**src/rtl/seq_det_pkg.sv**
```systemverilog
// Shared types and helpers for the parametrised sequence detector.
package seq_det_pkg;

  localparam int unsigned MASK_W = 32;

  typedef enum logic [1:0] {
    IDLE = 2'd0,
    FILL = 2'd1,
    HUNT = 2'd2,
    HIT  = 2'd3
  } state_t;

  // Low 'len' bits set; callers truncate to their pattern width.
  function automatic logic [MASK_W-1:0] len_mask(input int unsigned len);
    if (len >= MASK_W) return '1;
    return (MASK_W'(1) << len) - MASK_W'(1);
  endfunction

endpackage

```
**src/rtl/seq_det_shreg_cmp.sv**
```systemverilog
// History shift register with synchronous clear and a masked pattern comparator.
// match_c is evaluated on the next history value so a hit registers on the same edge.
module seq_det_shreg_cmp #(
  parameter int unsigned MAX_LEN = 8
) (
  input  logic               clk,
  input  logic               rstn,
  input  logic               clr_i,
  input  logic               shift_i,
  input  logic               bit_i,
  input  logic [MAX_LEN-1:0] pat_i,
  input  logic [MAX_LEN-1:0] mask_i,
  output logic               match_c
);

  logic [MAX_LEN-1:0] hist_q, hist_d;

  // Clear first so a bit shifted on the same edge becomes the first held bit.
  always_comb begin
    hist_d = hist_q;
    if (clr_i) hist_d = '0;
    if (shift_i) hist_d = {hist_d[MAX_LEN-2:0], bit_i};
  end

  always_ff @(posedge clk or negedge rstn) begin
    if (!rstn) hist_q <= '0;
    else       hist_q <= hist_d;
  end

  assign match_c = (((hist_d ^ pat_i) & mask_i) == '0);

endmodule

```
**src/rtl/seq_detector_param.sv**
```systemverilog
// Moore detector for a runtime-programmable 1..MAX_LEN bit pattern, overlap selectable.
// Optional saturating match counter when SEQ_DET_MATCH_CNT_EN is defined.
module seq_detector_param
  import seq_det_pkg::*;
#(
  parameter int unsigned MAX_LEN = 8,
  parameter int unsigned LEN_W   = $clog2(MAX_LEN + 1)
`ifdef SEQ_DET_MATCH_CNT_EN
  , parameter int unsigned CNT_W = 16
`endif
) (
  input  logic               clk,
  input  logic               rstn,
  input  logic               en,
  input  logic [MAX_LEN-1:0] pat,
  input  logic [LEN_W-1:0]   pat_len,
  input  logic               overlap,
  input  logic               in_valid,
  input  logic               in,
  output logic               detected,
  output logic [1:0]         prs_st,
  output logic               cfg_err
`ifdef SEQ_DET_MATCH_CNT_EN
  , input  logic             cnt_clr,
  output logic [CNT_W-1:0]   match_cnt
`endif
);

  state_t             state_q, state_d;
  logic [LEN_W-1:0]   cnt_q, cnt_d;
  logic [MAX_LEN-1:0] pat_q, pat_d;
  logic [LEN_W-1:0]   len_q, len_d;
  logic               ovl_q, ovl_d;
  logic               detected_q, cfg_err_q, cfg_err_d;
  logic               clr, shift, match_c, len_ok, fill_done;
  logic [MAX_LEN-1:0] mask;

  assign len_ok    = (pat_len != '0) && (32'(pat_len) <= MAX_LEN);
  assign mask      = MAX_LEN'(len_mask(32'(len_q)));
  assign fill_done = ((LEN_W+1)'(cnt_q) + (LEN_W+1)'(1)) >= (LEN_W+1)'(len_q);

  seq_det_shreg_cmp #(.MAX_LEN(MAX_LEN)) u_shreg (
    .clk     (clk),
    .rstn    (rstn),
    .clr_i   (clr),
    .shift_i (shift),
    .bit_i   (in),
    .pat_i   (pat_q),
    .mask_i  (mask),
    .match_c (match_c)
  );

  // Next-state, fill count, config latch and history control.
  always_comb begin
    state_d   = state_q;
    cnt_d     = cnt_q;
    pat_d     = pat_q;
    len_d     = len_q;
    ovl_d     = ovl_q;
    clr       = 1'b0;
    shift     = 1'b0;
    cfg_err_d = 1'b0;
    if (!en) begin
      state_d = IDLE;
      cnt_d   = '0;
      clr     = 1'b1;
    end else begin
      unique case (state_q)
        IDLE: begin
          pat_d     = pat;
          len_d     = pat_len;
          ovl_d     = overlap;
          cnt_d     = '0;
          cfg_err_d = !len_ok;
          if (len_ok) state_d = FILL;
        end
        FILL: begin
          if (in_valid) begin
            shift = 1'b1;
            cnt_d = cnt_q + LEN_W'(1);
            if (fill_done) state_d = match_c ? HIT : HUNT;
          end
        end
        HUNT: begin
          if (in_valid) begin
            shift = 1'b1;
            if (match_c) state_d = HIT;
          end
        end
        HIT: begin
          if (in_valid) begin
            shift = 1'b1;
            if (ovl_q) begin
              state_d = match_c ? HIT : HUNT;
            end else begin
              clr     = 1'b1;
              cnt_d   = LEN_W'(1);
              state_d = (len_q == LEN_W'(1) && match_c) ? HIT : FILL;
            end
          end else if (ovl_q) begin
            state_d = HUNT;
          end else begin
            clr     = 1'b1;
            cnt_d   = '0;
            state_d = FILL;
          end
        end
        default: state_d = IDLE;
      endcase
    end
  end

  always_ff @(posedge clk or negedge rstn) begin
    if (!rstn) begin
      state_q    <= IDLE;
      cnt_q      <= '0;
      pat_q      <= '0;
      len_q      <= '0;
      ovl_q      <= 1'b0;
      detected_q <= 1'b0;
      cfg_err_q  <= 1'b0;
    end else begin
      state_q    <= state_d;
      cnt_q      <= cnt_d;
      pat_q      <= pat_d;
      len_q      <= len_d;
      ovl_q      <= ovl_d;
      detected_q <= (state_d == HIT);
      cfg_err_q  <= cfg_err_d;
    end
  end

  assign detected = detected_q;
  assign cfg_err  = cfg_err_q;
  assign prs_st   = state_q;

`ifdef SEQ_DET_MATCH_CNT_EN
  logic [CNT_W-1:0] match_cnt_q;

  // Counts every entry into HIT, saturating; clear wins.
  always_ff @(posedge clk or negedge rstn) begin
    if (!rstn)                                          match_cnt_q <= '0;
    else if (cnt_clr)                                   match_cnt_q <= '0;
    else if (state_d == HIT && match_cnt_q != '1)       match_cnt_q <= match_cnt_q + CNT_W'(1);
  end

  assign match_cnt = match_cnt_q;
`endif

endmodule

```
**config.mk**
```make
export PLATFORM = sky130hd
export DESIGN_NAME = seq_detector_param
export DESIGN_NICKNAME = d
export VERILOG_FILES = /design/src/rtl/seq_det_pkg.sv /design/src/rtl/seq_det_shreg_cmp.sv /design/src/rtl/seq_detector_param.sv
export SDC_FILE = /design/constraint.sdc
export NUM_CORES = 1
export LEC_CHECK = 0
export CAP_MARGIN = 30
export CORE_MARGIN = 1.5
export CORE_UTILIZATION = 55
export DETAILED_ROUTE_END_ITERATION = 16
export PLACE_DENSITY_LB_ADDON = 0.1
export SKIP_LAST_GASP = 1
export SLEW_MARGIN = 20
export SYNTH_ARGS = -nofsm -noshare
export SYNTH_HDL_FRONTEND = slang
export SYNTH_SLANG_ARGS = --single-unit
```
**constraint.sdc**
```tcl
create_clock -name clk -period 3.45 [get_ports clk]
set_clock_uncertainty 0.1 [all_clocks]
set_input_delay 1.035 -clock clk [delete_from_list [all_inputs] [get_ports clk]]
set_output_delay 1.035 -clock clk [all_outputs]
set_load 0.05 [all_outputs]
```
==> metrics, run 1 <==
peak supply drop=0.294 mV; PD cells=500 nW/um^2; GRT Residual Overflow=0; Initial Util=0.570; RR Endpoint=prs_st[0]$_DFF_PN0_; status=completed; final core occ=0.671; Tcrit/Tclk final=0.885; top cells by area, synth=dfrtp_1, mux2_2, ha_1, nand2_1, nor2_1; number of vias per cell=6.01; GP Congestion=0.893; Port Buffer Count=21; Die Ht=58.8 microns; first drt pass iteration count=4; WP data required=2310 ps; RSZ-0062 raised after global routing=no; critical path launch point type=register; Hold Crit Start=cnt_q[1]$_DFFE_PN0P_; fin crit period=3050 ps; Synth Flop Type=dfrtp_1; transition time of the tightest slew-check pin=519 ps; area of the die=3460 sq um; Pins Over Slew Limit=0; Worst Hold End=cnt_q[1]$_DFFE_PN0P_; syn_nets=203; kind of critical path=reg2out; vias in the first global route=1343; Yosys reg bits=29; final non-filler cell total=237; largest stage delay on the critical path=910 ps; max cap viols=0; cell area after synthesis=1710 sq um; Root Buffer=clkbuf_4; CTS Sinks=29; Reg2Reg Setup Slack=810 ps; row cnt=20; Post-DRT Antenna Nets=0; first-pass GRT wire length=6170 microns; clk_lat worst skew=330 ps; Die X=58.8 microns; CP Data Arrival Time=1920 ps; Seq/Total Area, Yosys=0.424; # resized after CTS=0; Async SR Flop Fraction=1.00; total CTS buffers=5; total power=1.01 mW; Yosys warnings=0; Synth-to-Final Area Change=17.7%; Cell variety after synth=46; nets=228; final setup fails=0; critical path depth=1; DPL Wire Length=2710 microns; Rel. slew slack=0.654; Setup WS pre-CTS=278 ps; CTS Buffer Depth=2; reg2reg path depth=9; syn_area_per_cell=9.57 sq um; CTS tree=done; post-synth top area cell=dfrtp_1; layout cells sized above 1=0.113; CTS H-tree lvls=2; Placed Instances=230; Setup crit end kind=output pin; CTS clk-pin slew, worst paths=90 ps; setup bufs post-CTS=0; ANT cells=0; core area=3000 sq um; routed wire length per instance=15.2 microns; Buffers & Inverters on Critical Path=1; I/O pins=22; Final Hold Fails=0; final setup margin=396 ps; Max Clock Freq=0.327 GHz; total number of vias=1424; Worst path slowest cell=clkdlybuf4s50_1; cells along the critical path=clkdlybuf4s50_1; EDFF count, synth=0; r2r startpoint=len_q[2]$_DFFE_PN0P_; Tot GR Track Use=0.242; Iter 0 DRT Violations=116; Yosys top cell area share=0.424; Post-Syn Instances=179; most frequent cells in the layout=dfrtp_1, clkdlybuf4s50_1, nand2_1, nor2_1, inv_1; final setup TNS=0 ps; drt total wl=3610 microns; static leakage=0.903 nW; DRC=0; initial antenna violation count=0; critical path's top delay family=buffers and inverters; worst hold path class=reg2reg; hold path cells=2; CP Max Fanout=17; most common cell after layout, fill and taps aside=dfrtp_1; # hold bufs at CTS=0; largest net degree at the start of global routing=30
## cells by family after synthesis
family / Yosys count / synth area share
AO/OA/AOI/OAI: 44 / 0.172
buffers and inverters: 17 / 0.0438
AND/OR/NAND/NOR: 60 / 0.178
flip-flops: 29 / 0.424
XOR/XNOR: 8 / 0.0409
multiplexers: 15 / 0.0972
adder cells (fa/ha/maj): 6 / 0.0438
## worst max path at each step
stage                                to                 from
finish                        prs_st[1]  prs_st[1]$_DFF_PN0_
detailed placement   detected$_DFF_PN0_                   en
floorplan           prs_st[0]$_DFF_PN0_             in_valid
global placement    prs_st[0]$_DFF_PN0_                   en
global route                  prs_st[1]  prs_st[1]$_DFF_PN0_
CTS                           prs_st[1]  prs_st[1]$_DFF_PN0_
## tightest hold or removal path: cells and delay by family (launching register included)
family / cells / cell delay (ps)
AOI/OAI and AO/OA: 1 / 70
DFF: 1 / 370
and+or+nand+nor: 1 / 50
## synthesized netlist by cell type (2+ instances only)
library cell,n
dfrtp_1,29
nand2_1,16
a311oi_1,2
o22ai_1,2
or3_1,3
buf_2,3
o21a_1,2
clkbuf_1,4
nor2b_1,2
nand2b_1,7
mux2i_1,5
and2_1,2
xor2_1,2
inv_1,9
a32oi_1,3
o21ai_0,8
nand3_1,2
nor4_1,2
nor2_1,14
xnor2_1,6
a21oi_1,7
ha_1,6
nand3b_1,2
mux2_2,8
o211ai_1,3
o21ai_1,6
nor3_1,5
## sequential cells by signal (all words and copies together), names as in the netlist
signal          flops
cfg_err             1
cnt_q               4
detected            1
len_q               4
ovl_q               1
pat_q               8
prs_st              2
u_shreg.hist_q      8
## layer usage
layer,part of all wire,track usage,vias to the layer above
met5,0,0,-
met4,0.015,0.0877,0
met3,0.053,0.0659,6
met2,0.49,0.386,38
met1,0.44,0.315,683
li1,-,-,697
## through the flow
step | hold slack, ps | cell area (sq um)
finish | 427 | 2020
global route | 451 | 2020
CTS | 428 | 2020
detailed placement | 408 | 1960
global placement | 396 | 1960
floorplan | 376 | 1710
## layout make-up
class	instances	area (sq um)
Fill cell	241	987
Timing Repair Buffer	26	248
Sequential cell	29	726
Multi-Input combinational cell	133	912
Tap cell	33	41.3
Inverter	9	33.8
Clock buffer	7	55.1
## power by group
part	leakage, nW	switching (mW)	internal, mW	total, mW
logic	0.496	0.175	0.164	0.339
clock network	0.0314	0.113	0.0959	0.209
registers	0.375	0.0702	0.391	0.461
(Power assumes the default switching activity.)
==> run 2: changes to the inputs <==
--- a/config.mk
+++ b/config.mk
@@ -7,9 +7,10 @@
 export LEC_CHECK = 0
 export CAP_MARGIN = 30
 export CORE_MARGIN = 1.5
-export CORE_UTILIZATION = 55
+export CORE_UTILIZATION = 49
 export DETAILED_ROUTE_END_ITERATION = 16
 export PLACE_DENSITY_LB_ADDON = 0.1
+export REMOVE_ABC_BUFFERS = 1
 export SKIP_LAST_GASP = 1
 export SLEW_MARGIN = 20
 export SYNTH_ARGS = -nofsm -noshare
==> constraint.sdc (replaced) <==
create_clock -name clk -period 2.5 [get_ports clk]
set_clock_uncertainty 0.1 [all_clocks]
set_input_delay 0.75 -clock clk [delete_from_list [all_inputs] [get_ports clk]]
set_output_delay 0.75 -clock clk [all_outputs]
set_load 0.05 [all_outputs]
==> run 2 against run 1 <==
Net effect:
- sequential power is 30% higher
- count of clock-buffer cells in the layout unchanged
- sequential share of layout area down 3.7 points
- critical path depth increased by 7
- first-iteration DRC count decreased by 52%
- power grew 55%
- critical path type is now in2reg
- flip-flop and latch count is the same
- non-clock buffer count increased by 20
- combinational power up 88%
- cell count rose by 14%
==> metrics, run 2 (synthesis results as in run 1) <==
Tot GR Track Use=0.225; Tcrit/Tclk final=0.986; # hold bufs at CTS=0; Final Cell Area=2250 sq um; static leakage=1.03 nW; P_int=1.02 mW; Fill cells=279; worst hold path class=reg2reg; hold path cells=2; number of vias per cell=5.50; DRC=0; drt total wl=3910 microns; layout cells sized above 1=0.231; GP Congestion=0.833; Iter 0 DRT Violations=56; Die Ht=62.1 microns; Reg2Reg Setup Slack=100 ps; initial antenna violation count=0; DPL Wire Length=2930 microns; cells along the critical path=clkdlybuf4s50_1 > o211ai_4 > buf_6 > or3_1 > a32oi_1 > a211o_1 > or3_1 > o32ai_2; Root Buffer=clkbuf_4; CTS Sinks=29; top flop regs=pat_q x8, u_shreg.hist_q x8; area of the die=3860 sq um; kind of critical path=in2reg; GRT Residual Overflow=0; WP data required=2650 ps; Rel. slew slack=0.668; first-pass GRT wire length=6740 microns; max cap viols=0; largest stage delay on the critical path=460 ps; part of the power in registers=0.384; ANT cells=0; first drt pass iteration count=4; placed instance area=2110 sq um; sw power=0.542 mW; CTS tree=done; Setup crit end kind=register; most frequent cells in the layout=dfrtp_1, buf_4, clkdlybuf4s50_1, nand2_1, nor2_1; status=completed; vias in the first global route=1494; core area=3340 sq um; CTS H-tree lvls=2; WHS=431 ps; Die X=62.1 microns; Clock power frac=0.208; Max Clock Freq=0.406 GHz; peak supply drop=0.427 mV; reg2reg path depth=9; CTS clk-pin slew, worst paths=90 ps; Post-DRT Antenna Nets=0; Multi-input gate area=958 sq um; CP Max Fanout=8; final setup fails=0; transition time of the tightest slew-check pin=497 ps; Pins Over Slew Limit=0; fin crit period=2460 ps; CTS Buffer Depth=2; Hold Crit Start=cnt_q[1]$_DFFE_PN0P_; Worst Hold End=cnt_q[1]$_DFFE_PN0P_; final setup TNS=0 ps; CP Data Arrival Time=2610 ps; Final Hold Fails=0; critical path launch point type=input port; Initial Util=0.513; clk_lat worst skew=330 ps; Logic pwr share=0.408; register area=726 sq um; most common cell after layout, fill and taps aside=dfrtp_1; total CTS buffers=5; PD cells=694 nW/um^2; most frequent CP cell=or3_1; largest net degree at the start of global routing=30; r2r startpoint=len_q[2]$_DFFE_PN0P_; nets=248; Synth-to-Final Area Change=31.3%; total number of vias=1491; RR Endpoint=prs_st[0]$_DFF_PN0_; I/O pins=22; Worst path slowest cell=clkdlybuf4s50_1; Port Buffer Count=21; Sw Share=0.347; row cnt=21; routed wire length per instance=14.4 microns
[run 2: how the worst max path moves through the flow]
stage                     slack, ps           startpoint  cells after the start                  end
final                            40             in_valid                      8  prs_st[0]$_DFF_PN0_
after global routing            -20             in_valid                      7   detected$_DFF_PN0_
after global placement         -280                   en                      8  prs_st[0]$_DFF_PN0_
after detailed placement       -310                   en                      7   detected$_DFF_PN0_
after floorplan                 -60  prs_st[1]$_DFF_PN0_                      6  prs_st[0]$_DFF_PN0_
after CTS                        40             in_valid                      8  prs_st[0]$_DFF_PN0_
[run 2: final cells by class]
type,instances,area share
multi-input combinational,133,0.426
clock buffer,7,0.0289
tap,46,0.0256
clock inverter,1,0.00223
sequential,29,0.323
timing repair buffer,46,0.179
inverter,9,0.0150
[run 2: power by group through the flow]
stage                     registers, mW  logic, mW  clock network (mW)
after floorplan                   0.640      0.313                   0
after global placement            0.601      0.575                   0
after global routing              0.610      0.700               0.354
final                             0.599      0.636               0.325
after detailed placement          0.603      0.592                   0
after CTS                         0.595      0.596               0.333
[run 2: worst max-delay path: cells and delay by family]
family                 cells  cell delay, ps
AOI/OAI and AO/OA          4             760
buffers and inverters      2             650
and+or+nand+nor            2             450
[run 2: stage by stage]
stage,util,std cells,setup slack [ps],total power [mW]
detailed placement,0.634,262,-305,1.19
finish,0.674,271,36.0,1.56
floorplan,-,171,-58.3,0.953
CTS,0.655,270,39.0,1.52
global placement,0.634,262,-279,1.18
global route,0.674,271,-23.3,1.66
[run 2: layer usage]
| layer | up-vias | track usage | part of all wire |
|---|---|---|---|
| met5 | - | 0 | 0 |
| met4 | 0 | 0.0972 | 0.016 |
| met2 | 43 | 0.363 | 0.46 |
| met3 | 8 | 0.0797 | 0.057 |
| met1 | 706 | 0.275 | 0.46 |
| li1 | 734 | - | - |
[run 2: what timing repair did]
action,CTS,global route
setup buffers,0,1
gates resized for setup,0,9
setup endpoints to repair,0,3
==> run 3: changes to the inputs <==
--- a/config.mk
+++ b/config.mk
@@ -6,8 +6,10 @@
 export NUM_CORES = 1
 export LEC_CHECK = 0
 export CAP_MARGIN = 30
+export CELL_PAD_IN_SITES_DETAIL_PLACEMENT = 1
+export CELL_PAD_IN_SITES_GLOBAL_PLACEMENT = 1
 export CORE_MARGIN = 1.5
-export CORE_UTILIZATION = 49
+export CORE_UTILIZATION = 38
 export DETAILED_ROUTE_END_ITERATION = 16
 export PLACE_DENSITY_LB_ADDON = 0.1
 export REMOVE_ABC_BUFFERS = 1
==> constraint.sdc (replaced) <==
create_clock -name clk -period 2.5 [get_ports clk]
set_clock_uncertainty 0.1 [all_clocks]
set_input_delay 0.75 -clock clk [delete_from_list [all_inputs] [get_ports clk]]
set_output_delay 0.75 -clock clk [all_outputs]
set_load 0.01 [all_outputs]
==> run 3 against run 2 <==
Net effect:
- setup slack improved by 25 ps
- routed wire length rose by 24%
- sequential share of layout area fell by 0.87 points
- combinational power rose by 2%
- hold slack got worse by 9.5 ps
- count of clock-buffer cells in the layout did not move
- power rose by 8.9%
- global-route usage fell by 1.2 points
- core utilization fell by 14 points
- sequential power rose by 1%
- via count rose by 1.3%
- critical path type unchanged
- largest cell class unchanged
==> metrics, run 3 (synthesis results as in run 1) <==
core area=4350 sq um; GRT Residual Overflow=0; Max Clock Freq=0.410 GHz; drt total wl=4840 microns; critical path launch point type=input port; Worst Hold End=cnt_q[1]$_DFFE_PN0P_; Clock power frac=0.262; Worst path slowest cell=nor4_2; total power=1.70 mW; peak supply drop=0.382 mV; PD cells=735 nW/um^2; Iter 0 DRT Violations=40; max cap viols=0; Die X=70.1 microns; r2r startpoint=prs_st[0]$_DFF_PN0_; CTS clk-pin slew, worst paths=70 ps; CP Data Arrival Time=2510 ps; final setup TNS=0 ps; Buffers & Inverters on Critical Path=4; kind of critical path=in2reg; ANT cells=0; Hold Crit Start=cnt_q[1]$_DFFE_PN0P_; Pins Over Slew Limit=0; total CTS buffers=5; final setup fails=0; P_int=1.11 mW; CTS Sinks=29; top flop regs=pat_q x8, u_shreg.hist_q x8; vias in the first global route=1623; Logic pwr share=0.382; cells along the critical path=dlygate4sd2_1 > buf_6 > inv_1 > a21oi_2 > buf_4 > a32oi_1 > a22oi_1 > o211ai_1 > nor4_2; layout cells sized above 1=0.236; CTS tree=done; Die Ht=70.1 microns; most frequent cells in the layout=dfrtp_1, buf_4, clkdlybuf4s50_1, nand2_1, nor2_1; status=completed; WP data required=2570 ps; DRC=0; Sw Share=0.347; CTS Buffer Depth=2; reg2reg path depth=8; largest stage delay on the critical path=400 ps; Fill cells=505; clk_lat worst skew=300 ps; largest net degree at the start of global routing=30; register area=726 sq um; initial antenna violation count=0; row cnt=24; RR Endpoint=detected$_DFF_PN0_; Setup crit end kind=register; Root Buffer=clkbuf_8; Final Hold Fails=0; Synth-to-Final Area Change=34.9%; Port Buffer Count=21; number of vias per cell=5.45; CTS H-tree lvls=2; GP Congestion=0.811; first-pass GRT wire length=8070 microns; routed wire length per instance=17.5 microns; Tot GR Track Use=0.214; total number of vias=1510; Reg2Reg Setup Slack=90 ps; CP Max Fanout=11; nets=248; Post-DRT Antenna Nets=0; hold path cells=2; I/O pins=22; fin crit period=2440 ps; area of the die=4920 sq um; most common cell after layout, fill and taps aside=dfrtp_1; Multi-input gate area=982 sq um; WHS=421 ps; DPL Wire Length=3460 microns; part of the power in registers=0.356; Initial Util=0.393; static leakage=1.03 nW; Tcrit/Tclk final=0.976; transition time of the tightest slew-check pin=388 ps; sw power=0.589 mW; first drt pass iteration count=4; Rel. slew slack=0.741; final core occ=0.531; critical path's top delay family=compound AO/OA/AOI/OAI gates; worst hold path class=reg2reg
-- run 3: worst max path at each step --
| stage | end | cells past startpoint | from | slack, ps |
|---|---|---|---|---|
| after floorplan | prs_st[0]$_DFF_PN0_ | 6 | prs_st[1]$_DFF_PN0_ | 150 |
| after detailed placement | detected$_DFF_PN0_ | 7 | in_valid | -580 |
| after CTS | prs_st[0]$_DFF_PN0_ | 10 | len_q[1]$_DFFE_PN0P_ | 20 |
| after global placement | detected$_DFF_PN0_ | 7 | in_valid | -520 |
| final | detected$_DFF_PN0_ | 9 | en | 60 |
| after global routing | prs_st[0]$_DFF_PN0_ | 11 | len_q[3]$_DFFE_PN0P_ | -10 |
-- run 3: final cells by class --
class / instances / share of cell area
well taps: 52 / 0.0282
clock inverters: 1 / 0.00217
inverters: 9 / 0.0146
repair buffers: 46 / 0.174
clock buffers: 7 / 0.0417
flip-flops and latches: 29 / 0.314
multi-input cells: 133 / 0.425
-- run 3: timing repair --
item | CTS | global route
buffers inserted | 0 | 2
endpoints found under the setup margin | 3 | 3
endpoints found under the hold margin | 0 | 0
cloned | 0 | 0
pin swaps | 2 | 7
gates resized for setup | 6 | 9
hold buffers | 0 | 0
-- run 3: metrics by stage --
| step | instance area [sq um] | setup WS [ps] | std cells |
|---|---|---|---|
| 3_5_place_dp | 2120 | -584 | 267 |
| 3_3_place_gp | 2120 | -518 | 267 |
| 6_report | 2310 | 60.8 | 277 |
| 4_1_cts | 2240 | 18.8 | 275 |
| 2_1_floorplan | 1670 | 154 | 171 |
| 5_1_grt | 2310 | -14.3 | 277 |
-- run 3: power groups by stage --
stage               Sequential, mW  Clock, mW  Combinational, mW
floorplan                    0.619          0              0.313
global route                 0.614      0.481              0.711
CTS                          0.600      0.455              0.589
finish                       0.605      0.445              0.649
global placement             0.603          0              0.549
detailed placement           0.607          0              0.576
-- run 3: tightest hold or removal path: stages, from the launching register on --
cell	delay, ps
dfrtp_1	370
nand2_1	50
o21ai_0	70
-- run 3: per-layer routing --
metal / routed length [microns] / global-route usage / vias to the layer above
li1: - / - / 732
met1: 2160 / 0.257 / 740
met2: 2430 / 0.359 / 27
met3: 161 / 0.0534 / 11
met4: 89 / 0.0983 / 0
met5: 0 / 0 / -
